## src/rtl/fp_accum_seq.sv

```systemverilog
// Streaming IEEE-754 accumulator feeding a pipelined fp_add: rotates ADD_LAT partial
// sums through the adder to hide its latency, then folds the partials into one result.
module fp_accum_seq #(
    parameter int EXP     = 8,
    parameter int MANT    = 23,
    parameter int WIDTH   = 1 + EXP + MANT,
    parameter int ADD_LAT = 4
) (
    input  logic             clock,
    input  logic             clock_sreset,
    input  logic             in_valid,
    output logic             in_ready,
    input  logic [WIDTH-1:0] in_data,
    input  logic             in_last,
    output logic             add_valid,
    output logic [WIDTH-1:0] add_dataa,
    output logic [WIDTH-1:0] add_datab,
    input  logic             add_result_valid,
    input  logic [WIDTH-1:0] add_result,
    output logic             out_valid,
    output logic [WIDTH-1:0] out_data
);

    localparam int PW = (ADD_LAT > 1) ? $clog2(ADD_LAT) : 1;
    localparam logic [PW-1:0] LAST_SLOT = PW'(ADD_LAT - 1);

    typedef enum logic [2:0] {
        S_IDLE,
        S_ACCUM,
        S_DRAIN,
        S_FOLD,
        S_DONE
    } state_t;

    state_t            state_q, state_d;
    logic [PW-1:0]     ptr_q, ptr_d;
    logic [ADD_LAT-1:0] tag_v_q, tag_v_d;
    logic [PW-1:0]     tag_s_q [ADD_LAT];
    logic [PW-1:0]     tag_s_d [ADD_LAT];
    logic [WIDTH-1:0]  p_q [ADD_LAT];
    logic [WIDTH-1:0]  p_d [ADD_LAT];
    logic [PW-1:0]     fold_idx_q, fold_idx_d;
    logic              fold_busy_q, fold_busy_d;

    logic          can_accept;
    logic          accept;
    logic          ret_hit;
    logic [PW-1:0] ret_slot;
    logic          bypass;
    logic          fold_issue;
    logic          fold_ret;
    logic          inflight_rest;
    logic [PW-1:0] ptr_inc;

    // Reset forces in_ready low so nothing is issued while reset is held.
    assign can_accept    = ((state_q == S_IDLE) || (state_q == S_ACCUM)) && !clock_sreset;
    assign accept        = in_valid && can_accept;
    assign ret_hit       = add_result_valid && tag_v_q[ADD_LAT-1];
    assign ret_slot      = tag_s_q[ADD_LAT-1];
    assign bypass        = accept && ret_hit && (ret_slot == ptr_q);
    assign fold_issue    = (state_q == S_FOLD) && !fold_busy_q;
    assign fold_ret      = (state_q == S_FOLD) && fold_busy_q && tag_v_q[ADD_LAT-1];
    assign inflight_rest = |tag_v_q[ADD_LAT-2:0];
    assign ptr_inc       = (ptr_q == LAST_SLOT) ? '0 : ptr_q + 1'b1;

    always_ff @(posedge clock or posedge clock_sreset) begin
        if (clock_sreset) begin
            state_q <= S_IDLE;
        end else begin
            state_q <= state_d;
        end
    end

    always_comb begin
        state_d = state_q;
        case (state_q)
            S_IDLE: begin
                if (accept) begin
                    state_d = in_last ? S_DRAIN : S_ACCUM;
                end
            end
            S_ACCUM: begin
                if (accept && in_last) begin
                    state_d = S_DRAIN;
                end
            end
            // The oldest tag retires this cycle, so only younger entries keep us draining.
            S_DRAIN: begin
                if (!inflight_rest) begin
                    state_d = S_FOLD;
                end
            end
            S_FOLD: begin
                if (fold_ret && (fold_idx_q == LAST_SLOT)) begin
                    state_d = S_DONE;
                end
            end
            S_DONE:  state_d = S_IDLE;
            default: state_d = S_IDLE;
        endcase
    end

    always_comb begin
        in_ready  = can_accept;
        add_valid = 1'b0;
        add_dataa = '0;
        add_datab = '0;
        out_valid = 1'b0;
        out_data  = '0;
        if (accept) begin
            add_valid = 1'b1;
            add_dataa = in_data;
            add_datab = bypass ? add_result : p_q[ptr_q];
        end else if (fold_issue) begin
            add_valid = 1'b1;
            add_dataa = p_q[0];
            add_datab = p_q[fold_idx_q];
        end
        if (state_q == S_DONE) begin
            out_valid = 1'b1;
            out_data  = p_q[0];
        end
    end

    // Fold issues are tagged with slot 0 so their results land in P[0] via the normal write-back.
    always_comb begin
        ptr_d       = ptr_q;
        tag_v_d     = {tag_v_q[ADD_LAT-2:0], (accept || fold_issue)};
        tag_s_d[0]  = accept ? ptr_q : '0;
        for (int i = 1; i < ADD_LAT; i++) begin
            tag_s_d[i] = tag_s_q[i-1];
        end
        p_d         = p_q;
        fold_idx_d  = fold_idx_q;
        fold_busy_d = fold_busy_q;

        if (ret_hit && !bypass) begin
            p_d[ret_slot] = add_result;
        end
        if (accept || (state_q == S_ACCUM)) begin
            ptr_d = ptr_inc;
        end

        case (state_q)
            S_DRAIN: begin
                fold_idx_d  = PW'(1);
                fold_busy_d = 1'b0;
            end
            S_FOLD: begin
                if (fold_issue) begin
                    fold_busy_d = 1'b1;
                end
                if (fold_ret) begin
                    fold_busy_d = 1'b0;
                    if (fold_idx_q != LAST_SLOT) begin
                        fold_idx_d = fold_idx_q + 1'b1;
                    end
                end
            end
            S_DONE: begin
                for (int i = 0; i < ADD_LAT; i++) begin
                    p_d[i] = '0;
                end
                ptr_d = '0;
            end
            default: begin
            end
        endcase
    end

    always_ff @(posedge clock or posedge clock_sreset) begin
        if (clock_sreset) begin
            ptr_q       <= '0;
            tag_v_q     <= '0;
            fold_idx_q  <= PW'(1);
            fold_busy_q <= 1'b0;
            for (int i = 0; i < ADD_LAT; i++) begin
                tag_s_q[i] <= '0;
                p_q[i]     <= '0;
            end
        end else begin
            ptr_q       <= ptr_d;
            tag_v_q     <= tag_v_d;
            fold_idx_q  <= fold_idx_d;
            fold_busy_q <= fold_busy_d;
            for (int i = 0; i < ADD_LAT; i++) begin
                tag_s_q[i] <= tag_s_d[i];
                p_q[i]     <= p_d[i];
            end
        end
    end

endmodule

```

## config.mk

```make
export PLATFORM = sky130hd
export DESIGN_NAME = fp_accum_seq
export DESIGN_NICKNAME = d
export VERILOG_FILES = /design/src/rtl/fp_accum_seq.sv
export SDC_FILE = /design/constraint.sdc
export NUM_CORES = 1
export LEC_CHECK = 0
export ABC_AREA = 1
export CAP_MARGIN = 20
export CORE_UTILIZATION = 55
export CTS_BUF_LIST = sky130_fd_sc_hd__clkbuf_8
export DETAILED_ROUTE_END_ITERATION = 16
export PLACE_DENSITY_LB_ADDON = 0.1
export SLEW_MARGIN = 20
export SYNTH_ARGS = -nofsm -noshare
export SYNTH_HDL_FRONTEND = slang
export SYNTH_SLANG_ARGS = --single-unit
```

## constraint.sdc

```tcl
create_clock -name clock -period 8.7 [get_ports clock]
set_input_delay 1.74 -clock clock [delete_from_list [all_inputs] [get_ports clock]]
set_output_delay 1.74 -clock clock [all_outputs]
set_load 0.005 [all_outputs]
```

; ---- Word-level counts from Yosys, hierarchy flattened
; Index checks and enable logic that the tools add are counted.
[op_classes]
n_reduce_logical = 26
eq_ne = 15
n_bitwise = 3
add_sub_neg = 2
magnitude_cmp = 4
muxes = 36
[op_table]
columns = operator, count
row1 = two-way mux 32 bit, 11
row2 = two-way mux 128 bit, 2
row3 = binary-select mux 32 bit (select 2 bit), 2
row4 = bitwise mux 128 bit, 1
row5 = demux 32 bit (select 2 bit), 1
row6 = two-way mux 2 bit, 7
row7 = logical AND 1 bit, 12
row8 = two-way mux 3 bit, 4
row9 = one-hot mux 3 bit (4 select lines), 1
row10 = >= comparator 3 bit (second input constant), 3
row11 = inverter 2 -> 3 bit, 3
row12 = != test 2 bit (second input constant), 4
row13 = equality test 3 x 2 -> 1 bit (second input constant), 2
row14 = != test 2 x 1 -> 1 bit (second input constant), 3
row15 = nonzero test 2 bit, 3
row16 = two-way mux 1 bit, 5
row17 = adder 2 x 1 -> 2 bit (second input constant), 2
row18 = equality test 2 bit (second input constant), 2
row19 = one-hot mux 2 bit (2 select lines), 1
row20 = AND reduction 4 bit, 1
row21 = equality test 3 x 1 -> 1 bit (second input constant), 1
row22 = equality test 3 bit (second input constant), 1
row23 = logical NOT 1 bit, 3
row24 = logical NOT 3 bit, 1
row25 = other kinds (8), 10
[word_totals]
word_cells = 99
regBits = 148
inputBits = 69
out_inout_bits = 99

; ---- Logic depth before layout (Yosys ltp)
[depth]
ltp_word = 10
mapped_depth = 11

; ---- Worst setup path before layout
; Ideal clock, no wire load.
[synth_timing]
path_type = input port to output port
from = input port clock_sreset
to = output port add_datab[1]
t_arrival_ns = 6.060
setup_slack_ns = 0.900
path_buffers = 1
stages = 8
path_cell_list = inv_1 -> nand3_4 -> nor2_8 -> nand2_8 -> buf_2 -> nand3_1 -> nand3_1 -> nand2_1
[synth_between]
elab_chain_len = 7
[synth_rtl]
columns = element, line
row1 = start: declaration, 10  ; input logic clock_sreset,
row2 = logical NOT 1 bit (no line) (*), n/a
row3 = logical AND 1 bit (*), 56  ; assign can_accept = ((state_q == S_IDLE) || (state_q == S_ACCUM)) && !clock_sreset;
row4 = logical AND 1 bit (*), 57  ; assign accept = in_valid && can_accept;
row5 = logical AND 1 bit (2 in a row), 60  ; assign bypass = accept && ret_hit && (ret_slot == ptr_q);
row6 = two-way mux 32 bit, 113  ; add_datab = bypass ? add_result : p_q[ptr_q];
row7 = two-way mux 32 bit (*), 110  ; if (accept) begin
row8 = end: declaration, 17  ; output logic [WIDTH-1:0] add_datab,
; Mark *: on every way between the ends. The rest lies on a longest branch, timed or not.

; ---- Worst setup path in the final report
[layout_timing]
from = input port clock_sreset
to = output port add_dataa[9]
[layout_between]
elab_chain_len = 4
[layout_rtl]
columns = element, line
row1 = logical NOT 1 bit (no line), n/a
row2 = logical AND 1 bit, 56
row3 = logical AND 1 bit, 57
row4 = two-way mux 32 bit, 110
row5 = end: declaration, 16  ; output logic [WIDTH-1:0] add_dataa,
; No other way between the ends.

==> summary.txt <==
Clock Latency Late Sink - 0.47 ns
Die Ht - 133.9 um
Synth-to-Final Area Change - 21.21%
CTS sink cnt - 148
Yosys top cell area share - 38.47%
Reg2reg start - ptr_q[0]
DRC - 0
FF-to-FF End - p_q[26]
Kind of critical path - primary input to output pin
Gr usage total - 35.96%
Hold path depth - 0
Post-route cell area - 0.01159 mm2
Via count - 10700
Placed Area - 0.01115 mm2
Final Power - 3.234 mW
Worst Setup End Kind - output pin
Finished Layout Cells - 1796
Initial core utilization - 57.05%
First-pass GRT wire length - 50.76 mm
Slew @ Worst Pin - 1.091 ns
DR iter-0 viols - 1431
Post-Route Skew - 0.009380 ns
Die ar. - 0.01792 mm2
Antenna-violating nets left - 0
Outcome - completed
CTS tree - done
R2R Setup Slk - 4.39 ns
Buf/Inv on CP - 5
Final setup vio count - 0
Leak pwr - 5.602 nW
Hold Buf Count CTS - 0
Syn nets - 1543
Initial antenna violation count - 0
Delay-heaviest family, CP - buffers and inverters
HP Class - register to register
RePlAce Congestion - 0.8866
Setup ws final - 2.469 ns
FF+latch count, synth - 148
Synth cell types - 26
Dpl cells - 1762
Fin crit period - 6.231 ns
Final WL - 31.71 mm
HP Start - tag_s_d[1]
Delay of the slowest critical-path stage - 0.71 ns
Vias in the first global route - 9750
Worst hold margin - 0.3534 ns
Rows - 47
# fillers - 1461
Maxcap violations - 0
Final core occ - 69.15%
Met3 usage - 5.971%
Worst-path fanout max - 45
Core area - 0.01676 mm2
Share of layout cells above drive strength 1 - 4.505%
Die W - 133.9 um
Met1 usage - 47.74%
Worst Path Required - 6.96 ns
Setup TNS - 0 ns
Critical-path top delay cell - inv_2
H-Tree Depth - 4
Placement Setup Slack - 2.458 ns
Largest cells by area after synthesis - dfrtp_1 (38%), nand2_1 (15%), nand3_1 (12%), o21ai_0 (9.5%), nor2_1 (6.5%)
Most Frequent Cell on Critical Path - clkdlybuf4s50_1
Peak supply drop - 0.0002193 V
Fin. Hold Viols - 0
Clock Pin Slew Worst Setup and Hold Paths - 0.08 ns
Gr ovfl total - 0
Reg2reg path depth - 10
Synthesized area - 0.009562 mm2
Post-CTS Setup Inserts - 0
Mean number of vias per cell - 5.956
Sequential share of the synthesized area - 38.75%
Post-Syn Area per Cell - 6.496 um2
Tcrit/Tclk final - 71.62%
Cell Chain, Critical Path - clkdlybuf4s50_1, inv_6, nand3_4, inv_2, buf_4, nand2_1, o21ai_0, clkdlybuf4s50_1
Pwr dens - 279.0 mW/mm2
TritonCTS Buffers - 17
Synth area leader - dfrtp_1
GRT busiest layer - met2
Cells after Synth - 1472
Post-CTS sizing - 0
Startpoint types - primary input
Max-slew violation count - 0
Port buffer count - 167
Met2 Resource Use GR - 58.64%
Highest Clock Rate - 160.5 MHz
Final net count - 1634
RSZ-0062 raised after global routing - false
DRT Pass-1 Iters - 6
Wire length per cell - 17.65 um
Yosys Warn Count - 0
Deepest clock path buffer count - 2
DPL Wire Length - 17.87 mm
Max-slew headroom - 27.27%
CP arrival - 4.49 ns
Clock Root Buffer - clkbuf_8
Largest net degree at the start of global routing - 101
Endpoint, Worst Hold - ret_slot[1]
# diodes - 0
I/O Pins - 168
[worst register-to-register path, cell delays in order (launching register included)]
cell	delay, ns
dfrtp_2	0.35
buf_4	0.76
inv_2	0.64
nand2_1	0.22
nand2_2	0.11
nor2_8	0.52
nand2_8	0.35
nand3_4	0.54
inv_2	0.46
nand2_1	0.18
nand2_1	0.07
[cell usage in the layout, fill, tap and decap left out]
master,instances
buf_16,2
clkinvlp_4,7
o21ai_1,17
clkbuf_8,18
nor2_1,166
inv_2,7
nand4_1,2
nand2_1,377
nand2_8,1
buf_4,12
clkinv_4,1
inv_4,1
dfrtp_2,2
nor2_8,2
a21o_1,1
dfrtp_1,145
nand3_1,228
clkinv_2,3
dfstp_2,1
a21oi_1,66
nand2_4,1
clkdlybuf4s50_1,167
nand3_4,5
inv_1,108
bufinv_16,2
clkinv_1,3
nand2_2,3
nor2_2,2
inv_6,1
o21ai_0,181
nand3b_1,1
nor3_1,41
ha_1,2
[layout make-up]
cell class	instances	area (um2)	share of cell area, %
Clock buffer	18	247.7	2.138
Multi-Input combinational cell	1096	4949	42.70
Sequential cell	148	3707	31.99
Inverter	119	454.2	3.919
Tap cell	220	275.3	2.375
Clock inverter	14	140.1	1.209
Timing Repair Buffer	181	1817	15.68
[cells by family (layout without fill, tap and decap cells)]
family | after synthesis | in the layout | share of synthesized area, %
AO/OA/AOI/OAI | 265 | 265 | 13.90
adder cells (fa/ha/maj) | 2 | 2 | 0.2617
buffers and inverters | 228 | 332 | 9.579
flip-flops | 148 | 148 | 38.75
AND/OR/NAND/NOR | 829 | 829 | 37.52
[flip-flops by register name (all words and copies together), names as in the netlist]
register     cells
fold_busy_q      1
fold_idx_q       2
p_q            128
ptr_q            2
ret_slot         2
state_q          3
tag_s_d          6
tag_v_q          4
[worst max-delay path by stage]
stage,startpoint,to,slack [ns],cells past startpoint
2_1_floorplan,clock_sreset,add_datab[1],0.90,8
3_3_place_gp,clock_sreset,add_dataa[9],2.53,8
3_5_place_dp,clock_sreset,add_dataa[9],2.46,8
4_1_cts,clock_sreset,add_dataa[9],2.46,8
5_1_grt,clock_sreset,add_dataa[17],2.34,8
6_report,clock_sreset,add_dataa[9],2.47,8
[power by group]
part,switching (mW),internal (mW)
registers,0.145,0.851
logic,1.07,0.629
clock network,0.279,0.259
total,1.49,1.74
[synth_stat cells, drive strengths merged]
cell,number
nor3,41
o21ai,198
clkinv,2
nand3,233
inv,117
nand2,382
nand4,2
dfstp,1
ha,2
nor2,170
nand3b,1
buf,63
dfrtp,147
a21oi,66
a21o,1
clkbuf,46
[per-layer routing]
layer	wire length (um)	part of all wire, %
met3	3566	11
met1	12560	40
met2	14640	46
met5	0	0
met4	939	3.0
Note: power is estimated with default switching activity, not from simulation.
